<file path="src/rtl/regfile_write_arbiter.sv">
// regfile_write_arbiter: arbitrates ALU/load writebacks onto the single register file write port and keeps the busy scoreboard.
// Optional macro WRITE_BYPASS_EN adds forwarding outputs and makes busy clears visible combinationally.
module regfile_write_arbiter #(
  parameter int XLEN         = 32,
  parameter int NUM_REGS     = 32,
  parameter int STARVE_LIMIT = 3
) (
  input  logic            clk,
  input  logic            reset_n,
  input  logic            a_valid,
  input  logic [4:0]      a_rd,
  input  logic [XLEN-1:0] a_data,
  output logic            a_ready,
  input  logic            b_valid,
  input  logic [4:0]      b_rd,
  input  logic [XLEN-1:0] b_data,
  output logic            b_ready,
  input  logic            issue_valid,
  input  logic [4:0]      issue_rd,
  output logic            issue_ready,
  input  logic [4:0]      rs1_idx,
  input  logic [4:0]      rs2_idx,
  output logic            rs1_busy,
  output logic            rs2_busy,
`ifdef WRITE_BYPASS_EN
  output logic            rs1_fwd_valid,
  output logic [XLEN-1:0] rs1_fwd_data,
  output logic            rs2_fwd_valid,
  output logic [XLEN-1:0] rs2_fwd_data,
`endif
  output logic [4:0]      register_write,
  output logic [XLEN-1:0] write_data,
  output logic            register_write_enable
);
  localparam logic [3:0] LIMIT = 4'(STARVE_LIMIT);
  logic                grant_a, grant_b, accept;
  logic [4:0]          acc_rd;
  logic [XLEN-1:0]     acc_data;
  logic [3:0]          starve_q, starve_d;
  logic [NUM_REGS-1:0] busy_q, busy_d, clr, set, busy_v;
  logic [4:0]          wr_q, wr_d;
  logic [XLEN-1:0]     wd_q, wd_d;
  logic                we_q, we_d;
  always_comb begin
    grant_a     = reset_n && a_valid && (!b_valid || starve_q == LIMIT);
    grant_b     = reset_n && b_valid && !grant_a;
    accept      = grant_a || grant_b;
    acc_rd      = grant_a ? a_rd : b_rd;
    acc_data    = grant_a ? a_data : b_data;
    starve_d    = (a_valid && !grant_a) ? starve_q + {3'b0, starve_q != 4'd15} : 4'd0;
    clr         = accept ? NUM_REGS'(1) << acc_rd : '0;
    issue_ready = issue_rd == 5'd0 || !busy_q[issue_rd] || (accept && acc_rd == issue_rd);
    set         = (issue_valid && issue_ready) ? NUM_REGS'(1) << issue_rd : '0;
    // set applied after clear so a same-cycle reissue keeps the register busy
    busy_d      = ((busy_q & ~clr) | set) & ~NUM_REGS'(1);
    we_d        = accept && acc_rd != 5'd0;
    wr_d        = we_d ? acc_rd : wr_q;
    wd_d        = we_d ? acc_data : wd_q;
`ifdef WRITE_BYPASS_EN
    busy_v      = busy_q & ~clr;
`else
    busy_v      = busy_q;
`endif
  end
  assign a_ready               = grant_a;
  assign b_ready               = grant_b;
  assign rs1_busy              = busy_v[rs1_idx];
  assign rs2_busy              = busy_v[rs2_idx];
  assign register_write        = wr_q;
  assign write_data            = wd_q;
  assign register_write_enable = we_q;
`ifdef WRITE_BYPASS_EN
  assign rs1_fwd_valid = we_q && wr_q == rs1_idx && rs1_idx != 5'd0;
  assign rs2_fwd_valid = we_q && wr_q == rs2_idx && rs2_idx != 5'd0;
  assign rs1_fwd_data  = wd_q;
  assign rs2_fwd_data  = wd_q;
`endif
  always_ff @(posedge clk or negedge reset_n) begin
    if (!reset_n) begin
      starve_q <= '0;
      busy_q   <= '0;
      wr_q     <= '0;
      wd_q     <= '0;
      we_q     <= 1'b0;
    end else begin
      starve_q <= starve_d;
      busy_q   <= busy_d;
      wr_q     <= wr_d;
      wd_q     <= wd_d;
      we_q     <= we_d;
    end
  end
endmodule

</file>
<file path="config.mk">
export PLATFORM = sky130hd
export DESIGN_NAME = regfile_write_arbiter
export DESIGN_NICKNAME = d
export VERILOG_FILES = /design/src/rtl/regfile_write_arbiter.sv
export SDC_FILE = /design/constraint.sdc
export NUM_CORES = 1
export LEC_CHECK = 0
export BUFFER_PORTS_ARGS = -buffer_cell sky130_fd_sc_hd__buf_2
export CAP_MARGIN = 20
export CORE_MARGIN = 5
export CORE_UTILIZATION = 27
export DETAILED_ROUTE_END_ITERATION = 7
export PLACE_DENSITY_LB_ADDON = 0.08
export SLEW_MARGIN = 25
export SYNTH_ARGS = -nofsm -noshare
export SYNTH_HDL_FRONTEND = slang
export SYNTH_SLANG_ARGS = --single-unit
</file>
<file path="constraint.sdc">
create_clock -name clk -period 7 [get_ports clk]
set_clock_uncertainty 0.1 [all_clocks]
set_input_delay 0.35 -clock clk [delete_from_list [all_inputs] [get_ports clk]]
set_output_delay 0.35 -clock clk [all_outputs]
set_load 0.03 [all_outputs]
</file>
Word level (Yosys, flattened, before mapping):

Index checks and enable logic that the tools add are counted.

* input bits: 94
* register bits: 73
* word-level logic and storage cells: 45
* output and inout port bits: 43

* bitwise gates (word level): 3
* $add $sub $neg: 1
* shift-type cells: 2
* multiplexer cells: 11
* equal/unequal tests: 3
* reduce and logical (&&, ||, !) cells: 17
* magnitude comparators: 3

Operators by type and width (count)
* $mux 32: 3
* $shl 1x5->32 const A: 2
* $and 32x32->32: 1
* $not 32->32: 1
* $or 32x32->32: 1
* $lt 5x6->1 const B: 3
* $bmux 1 s5: 3
* $logic_and 1x1->1: 8
* $eq 5x5->1: 1
* $logic_not 5->1: 1
* $mux 5: 1
* $reduce_bool 5->1: 1
* $add 4x1->4: 1
* $eq 4x2->1 const B: 1
* $logic_or 1x1->1: 4
* $mux 4: 1
* $ne 4x4->1 const B: 1
* $logic_not 1->1: 3
* $mux 1: 3

Depth between registers and ports, before layout:

Gate-level depths: netlist of run 1.

* word-level depth: 11
* depth in mapped cells: 9

Least setup slack after synthesis of run 1:

Ideal clock, no wire load.

* kind: in2out
* start point: input rs1_idx[0]
* end point: output rs1_busy
* stages on the path: 4
* arrival time: 2.112 ns
* path slack: 4.438 ns
* path through: clkbuf_1 > mux4_2 > mux4_2 > mux2_2

* word-level cells in the longest chain between the ends: 2

Ends and longest elaborated chain
* start: declaration: line 21 `input logic [4:0] rs1_idx,`
* $bmux 1 s5: line 67 `assign rs1_busy = busy_v[rs1_idx];`
* $mux 1 (not written as such): line 67
* end: declaration: line 23 `output logic rs1_busy,`

Every way passes these cells. The select of a mux whose other input is x is not followed.

Final worst setup path of run 1:

* start point: input reset_n
* end point: output issue_ready

* word-level cells in the longest chain between the ends: 7

Ends and longest elaborated chain
* start: declaration: line 9 `input logic reset_n,`
* parallel branches: the longest is 5 deep, another holds $mux 5
* $logic_and 1x1->1 (*): line 52 `issue_ready = issue_rd == 5'd0 || !busy_q[issue_rd] || (accept && acc_rd == issue_rd);`
* $logic_or 1x1->1 (*): line 52
* end: declaration: line 20 `output logic issue_ready,`

Every way passes the cells marked *.

==> results of run 1 <==
## how the worst max path moves through the flow
stage,from,to,slack [ps],depth (start not counted)
finish,reset_n,issue_ready,2830,9
global route,reset_n,issue_ready,2550,9
CTS,reset_n,issue_ready,2720,9
detailed placement,reset_n,write_data[19]$_DFFE_PN0P_,3050,9
global placement,reset_n,register_write[3]$_DFFE_PN0P_,3060,9
floorplan,rs1_idx[0],rs1_busy,4440,4
## metrics by stage
step	cell area [um^2]	hold slack, ps	power [W]	setup WS, ps
after floorplan	4520	-45.6	0.000908	4440
after global placement	5310	110	0.00107	3060
after detailed placement	5310	110	0.00107	3050
after CTS	5620	145	0.00155	2720
after global routing	5620	154	0.00162	2550
final	5620	157	0.00154	2830
## sequential cells by signal (all words and copies together), names as in the netlist
name,flops
busy_q,31
register_write,5
starve_q,4
register_write_enable,1
write_data,32
## per-layer routing
layer	up-vias	GRT usage (%)
li1	1962	-
met1	2014	20.7
met2	131	24.7
met3	25	4.43
met4	2	5.61
met5	-	0
## layout make-up
class,count,area [um^2]
Clock buffer,13,260
Clock inverter,2,37.5
Fill cell,1756,10900
Inverter,5,18.8
Multi-Input combinational cell,354,2490
Sequential cell,73,1830
Tap cell,220,275
Timing Repair Buffer,139,708
## worst register-to-register path, delay by kind of cell (launching register included)
family	cells	cell delay, ps
AOI/OAI and AO/OA	3	1260
buffers and inverters	2	890
muxes	1	550
and+or+nand+nor	2	410
DFF	1	390
## timing repair
action,4_1_cts,5_1_grt
hold buffers,1,0
gates resized for setup,0,0
hold endpoints to repair,8,0
## cell usage in the layout, fill, tap and decap left out, types with 7 or more instances in the layout
master,n
buf_2,135
nand2_1,88
dfrtp_1,73
nor2_1,46
a31oi_1,37
o21ai_0,36
o31ai_1,25
mux4_2,25
o41ai_1,11
nor2b_1,10
clkbuf_16,9
mux2i_1,7
## logic make-up (layout without fill, tap and decap cells)
logic type | after synthesis | in the layout | synth area share, %
simple gates | 179 | 179 | 18.1
fa+ha+maj | 2 | 2 | 0.553
buf+inv | 36 | 159 | 4.54
flops | 73 | 73 | 40.4
xor+xnor | 8 | 8 | 1.55
compound gates | 125 | 125 | 18.4
mux | 40 | 40 | 16.5
## power by group through the flow
stage / registers, W / logic (W) / clock network, W
after CTS: 0.000595 / 0.000474 / 0.000485
final: 0.000597 / 0.000468 / 0.000473
after global routing: 0.000609 / 0.000513 / 0.000501
after detailed placement: 0.000602 / 0.000473 / 0
after global placement: 0.000600 / 0.000470 / 0
after floorplan: 0.000630 / 0.000278 / 0
==> qor.yml, run 1 <==
clkLatencyLatePin_ps: 340
grt-ovfl-total: 0
top_layer_used: "met5"
num_io_pins: 137
worst_path_max_delay_cell: "a21o_2"
cp.required_ps: 6550
holdPathStages: 3
dieArea_um2: 19400
pwr-share-clk_pct: 30.7
synth_edf_count: 0
dr.pass1.iters: 4
cp_top_family: "buffers and inverters"
dp_cells: 790
clock_sinks: 73
numCtsBuffers: 9
ys.flop_type: "dfrtp_1"
period_share_pct: 59.6
cts_tree: "done"
peakVddDrop_uv: 85.4
wl_met3_um: 1120
powerDensity_nw_per_um2: 274
rrSetupSlack_ps: 3240
r2r_end: "write_data[4]$_DFFE_PN0P_"
crit_fanout: 47
crit_chain: "dlygate4sd3_1 > buf_4 > nand2_1 > a21o_2 > inv_2 > mux2i_1 > xnor2_1 > a31o_2 > buf_2"
ctsLongestPathBuffers: 2
grt_max_degree: 74
reg2reg_depth: 8
post_drt_wl_per_cell_um: 18.8
vias_per_cell: 5.13
drv_slew: 0
fin_nets: 678
holdPathEnd: "write_data[12]$_DFFE_PN0P_"
ys_seq_area_share_pct: 40.4
clock-root-buffer: "clkbuf_16"
hold_path_startpoint: "a_data[12]"
drt.antenna.violating_nets: 0
fin_crit_ps: 4170
synth_top_area_share_pct: 40.4
reg2reg_from: "starve_q[2]$_DFF_PN0_"
arrival_ps: 3720
drive_above_1_share_pct: 33.3
antenna_found_initial: 1
gp_congestion: 0.833
endpoint_kind: "output pin"
row_count: 47
initial_core_util_pct: 27.4
critical_path_buf_inv_count: 4
area_delta_synth_final_pct: 24.3
tightest_slew_ps: 1030
hold_viol: 0
synth_largest_area_cell: "dfrtp_1"
hpwl_um: 11200
vias: 4134
htree_levels: 3
outcome: "finished, final reports clean"
netlist_area_um2: 4520
rsz0062_at_grt: "false"
p_sw_share_pct: 34.6
syn_avg_cell_area_um2: 9.77
synth_commonest_cells: "nand2_1, dfrtp_1, nor2_1"
worstHoldPathType: "in2reg"
synth_cell_types: 48
ys_ff_latch: 73
crit_type: "in2out"
power_frac_seq_pct: 38.8
grt_pass1_wl_um: 24100
netlist_instances: 463
routed_wl_um: 15100
die_y_um: 139
p_leak_nw: 2.39
wl_met2_um: 7010
yosysMostFrequentCell: "nand2_1"
internal_power_w: 0.00101
synth_async_sr_flop_share_pct: 100
slew_headroom_pct: 31.5
setup_viol: 0
final_cells: 806
cts_setup_buffers: 0
remaining_drc_errors: 0
finish.utilization_pct: 34.0
switching_power_w: 0.000532
wl_met1_um: 6690
grt_pass1_vias: 4174
clk_pin_slew_ps: 60
core-area_um2: 16500
dr.first_iter.drc_count: 215
yosysWarnings: 0
grt_usage_pct: 15.7
syn_nets: 559
fp.dieW_um: 139
diodes: 0
ys_top_cells_by_area: "dfrtp_1, mux4_2, nand2_1, a31oi_1, o31ai_1"
drv_cap: 0
max_freq_mhz: 240
slowest_delay_ps: 800
io_buffers: 136
comb_power_share_pct: 30.4
setup_tns_ps: 0
crit_path_start_kind: "input pin"
(Power assumes the default switching activity.)
==> inputs of run 2 (changes only) <==
Clock period 7 ns to 3.8 ns, I/O delays scaled along.
==> run 2 against run 1 <==
Against the previous run: combinational power up 84%; sequential power increased by 84%; clock power increased by 85%; largest power group unchanged; first-iteration DRC count rose by 8.8%; utilization grew 0.33 points.
==> qor.yml, run 2 (synthesis results as in run 1) <==
outcome: "finished, final reports clean"
crit_chain: "nand4bb_4 > a21o_2 > inv_2 > mux2_2 > o31a_2 > buf_4 > nor2_1 > a31oi_1"
crit_type: "reg2reg"
comb_power_share_pct: 30.3
wl_met2_um: 7270
max_freq_mhz: 344
vias: 4134
clock_sinks: 73
internal_power_w: 0.00186
drv_slew: 0
vias_per_cell: 5.08
row_count: 47
cts_tree: "done"
crit_path_start_kind: "flip-flop"
arrival_ps: 3000
p_sw_share_pct: 34.5
setup_viol: 0
slowest_delay_ps: 580
clock-root-buffer: "clkbuf_16"
initial_core_util_pct: 27.4
grt_max_degree: 54
tightest_slew_ps: 850
fin_crit_ps: 2910
post_drt_wl_per_cell_um: 18.6
io_buffers: 136
hold_viol: 0
die_y_um: 139
remaining_drc_errors: 0
slew_headroom_pct: 43.0
dieArea_um2: 19400
powerDensity_nw_per_um2: 500
clkLatencyLatePin_ps: 330
peakVddDrop_uv: 266
period_share_pct: 76.5
grt_usage_pct: 15.6
n_fill_cell: 1744
grt_pass1_vias: 4338
routed_wl_um: 15100
clk_pin_slew_ps: 60
drv_cap: 0
p_leak_nw: 2.42
htree_levels: 3
setup_ws_ps: 893
grt-ovfl-total: 0
area_delta_synth_final_pct: 25.5
endpoint_kind: "flip-flop"
hpwl_um: 11400
rsz0062_at_grt: "false"
preCtsSetupSlack_ps: 881
switching_power_w: 0.000978
grt_pass1_wl_um: 24400
largest_register_ffs: 32
dr.pass1.iters: 4
setup_tns_ps: 0
mostFrequentLayoutCell: "buf_2"
cp.required_ps: 3890
antenna_found_initial: 1
power_frac_seq_pct: 38.8
numCtsBuffers: 9
drt.antenna.violating_nets: 0
num_io_pins: 137
cts_setup_buffers: 0
top_layer_used: "met4"
pwr-share-clk_pct: 30.9
gp_congestion: 0.817
rrSetupSlack_ps: 890
fp.dieW_um: 139
core-area_um2: 16500
worstHoldPathType: "in2reg"
dr.first_iter.drc_count: 234
wl_met1_um: 6750
crit_fanout: 43
ctsLongestPathBuffers: 2
final_cell_mix: "buf_2, nand2_1, dfrtp_1"
worst_path_max_delay_cell: "o31a_2"
wl_met3_um: 1010
fin_nets: 683
drive_above_1_share_pct: 33.8
-- run 2: worst max-delay path, delay by kind of cell (launching register included) --
family                 cells  cell delay, ps
AND/OR/NAND/NOR            2             410
multiplexers               1             440
flip-flops                 1             400
buffers and inverters      2             440
AO/OA/AOI/OAI              3             970
-- run 2: layout make-up --
cell class	instances	area (um^2)	area share [%]
tap	220	275	4.85
clock buffer	12	256	4.52
multi-input combinational	354	2490	43.9
timing repair buffer	144	751	13.2
antenna	1	2.50	0.0441
clock inverter	4	51.3	0.904
inverter	5	18.8	0.331
sequential	73	1830	32.2
-- run 2: final timing paths --
path,start,endpoint,cells past startpoint
worst max-delay path,starve_q[3]$_DFF_PN0_,write_data[9]$_DFFE_PN0P_,8
max in group asynchronous,reset_n,write_data[31]$_DFFE_PN0P_,4
worst min-delay path,a_data[6],write_data[6]$_DFFE_PN0P_,3
min in group asynchronous,reset_n,write_data[30]$_DFFE_PN0P_,3
worst min register to register,register_write[4]$_DFFE_PN0P_,register_write[4]$_DFFE_PN0P_,2
worst max register to register,starve_q[3]$_DFF_PN0_,write_data[9]$_DFFE_PN0P_,8
-- run 2: metrics by stage --
stage	util [%]	total power (W)	hold slack, ps	instance area (um^2)	instances
floorplan	-	0.00167	-206	4520	463
global placement	32.3	0.00197	116	5330	793
CTS	34.3	0.00287	0.326	5670	812
detailed placement	32.3	0.00198	116	5330	793
global route	34.3	0.00300	5.38	5670	812
finish	34.3	0.00284	9.90	5670	813
-- run 2: routing by layer --
metal	vias up	track usage, %
li1	1967	-
met1	2044	21.0
met2	119	25.5
met3	4	4.60
met4	0	2.78
met5	-	0
-- run 2: power groups by stage --
stage | Combinational (W) | Sequential [W] | Clock (W)
after detailed placement | 0.000871 | 0.00111 | 0
after CTS | 0.000875 | 0.00110 | 0.000899
after floorplan | 0.000512 | 0.00116 | 0
after global placement | 0.000865 | 0.00110 | 0
final | 0.000860 | 0.00110 | 0.000876
after global routing | 0.000945 | 0.00112 | 0.000935
-- run 2: what timing repair did --
item	in CTS	in global routing
hold buffers	3	0
gates resized for setup	0	0
hold endpoints to repair	22	0
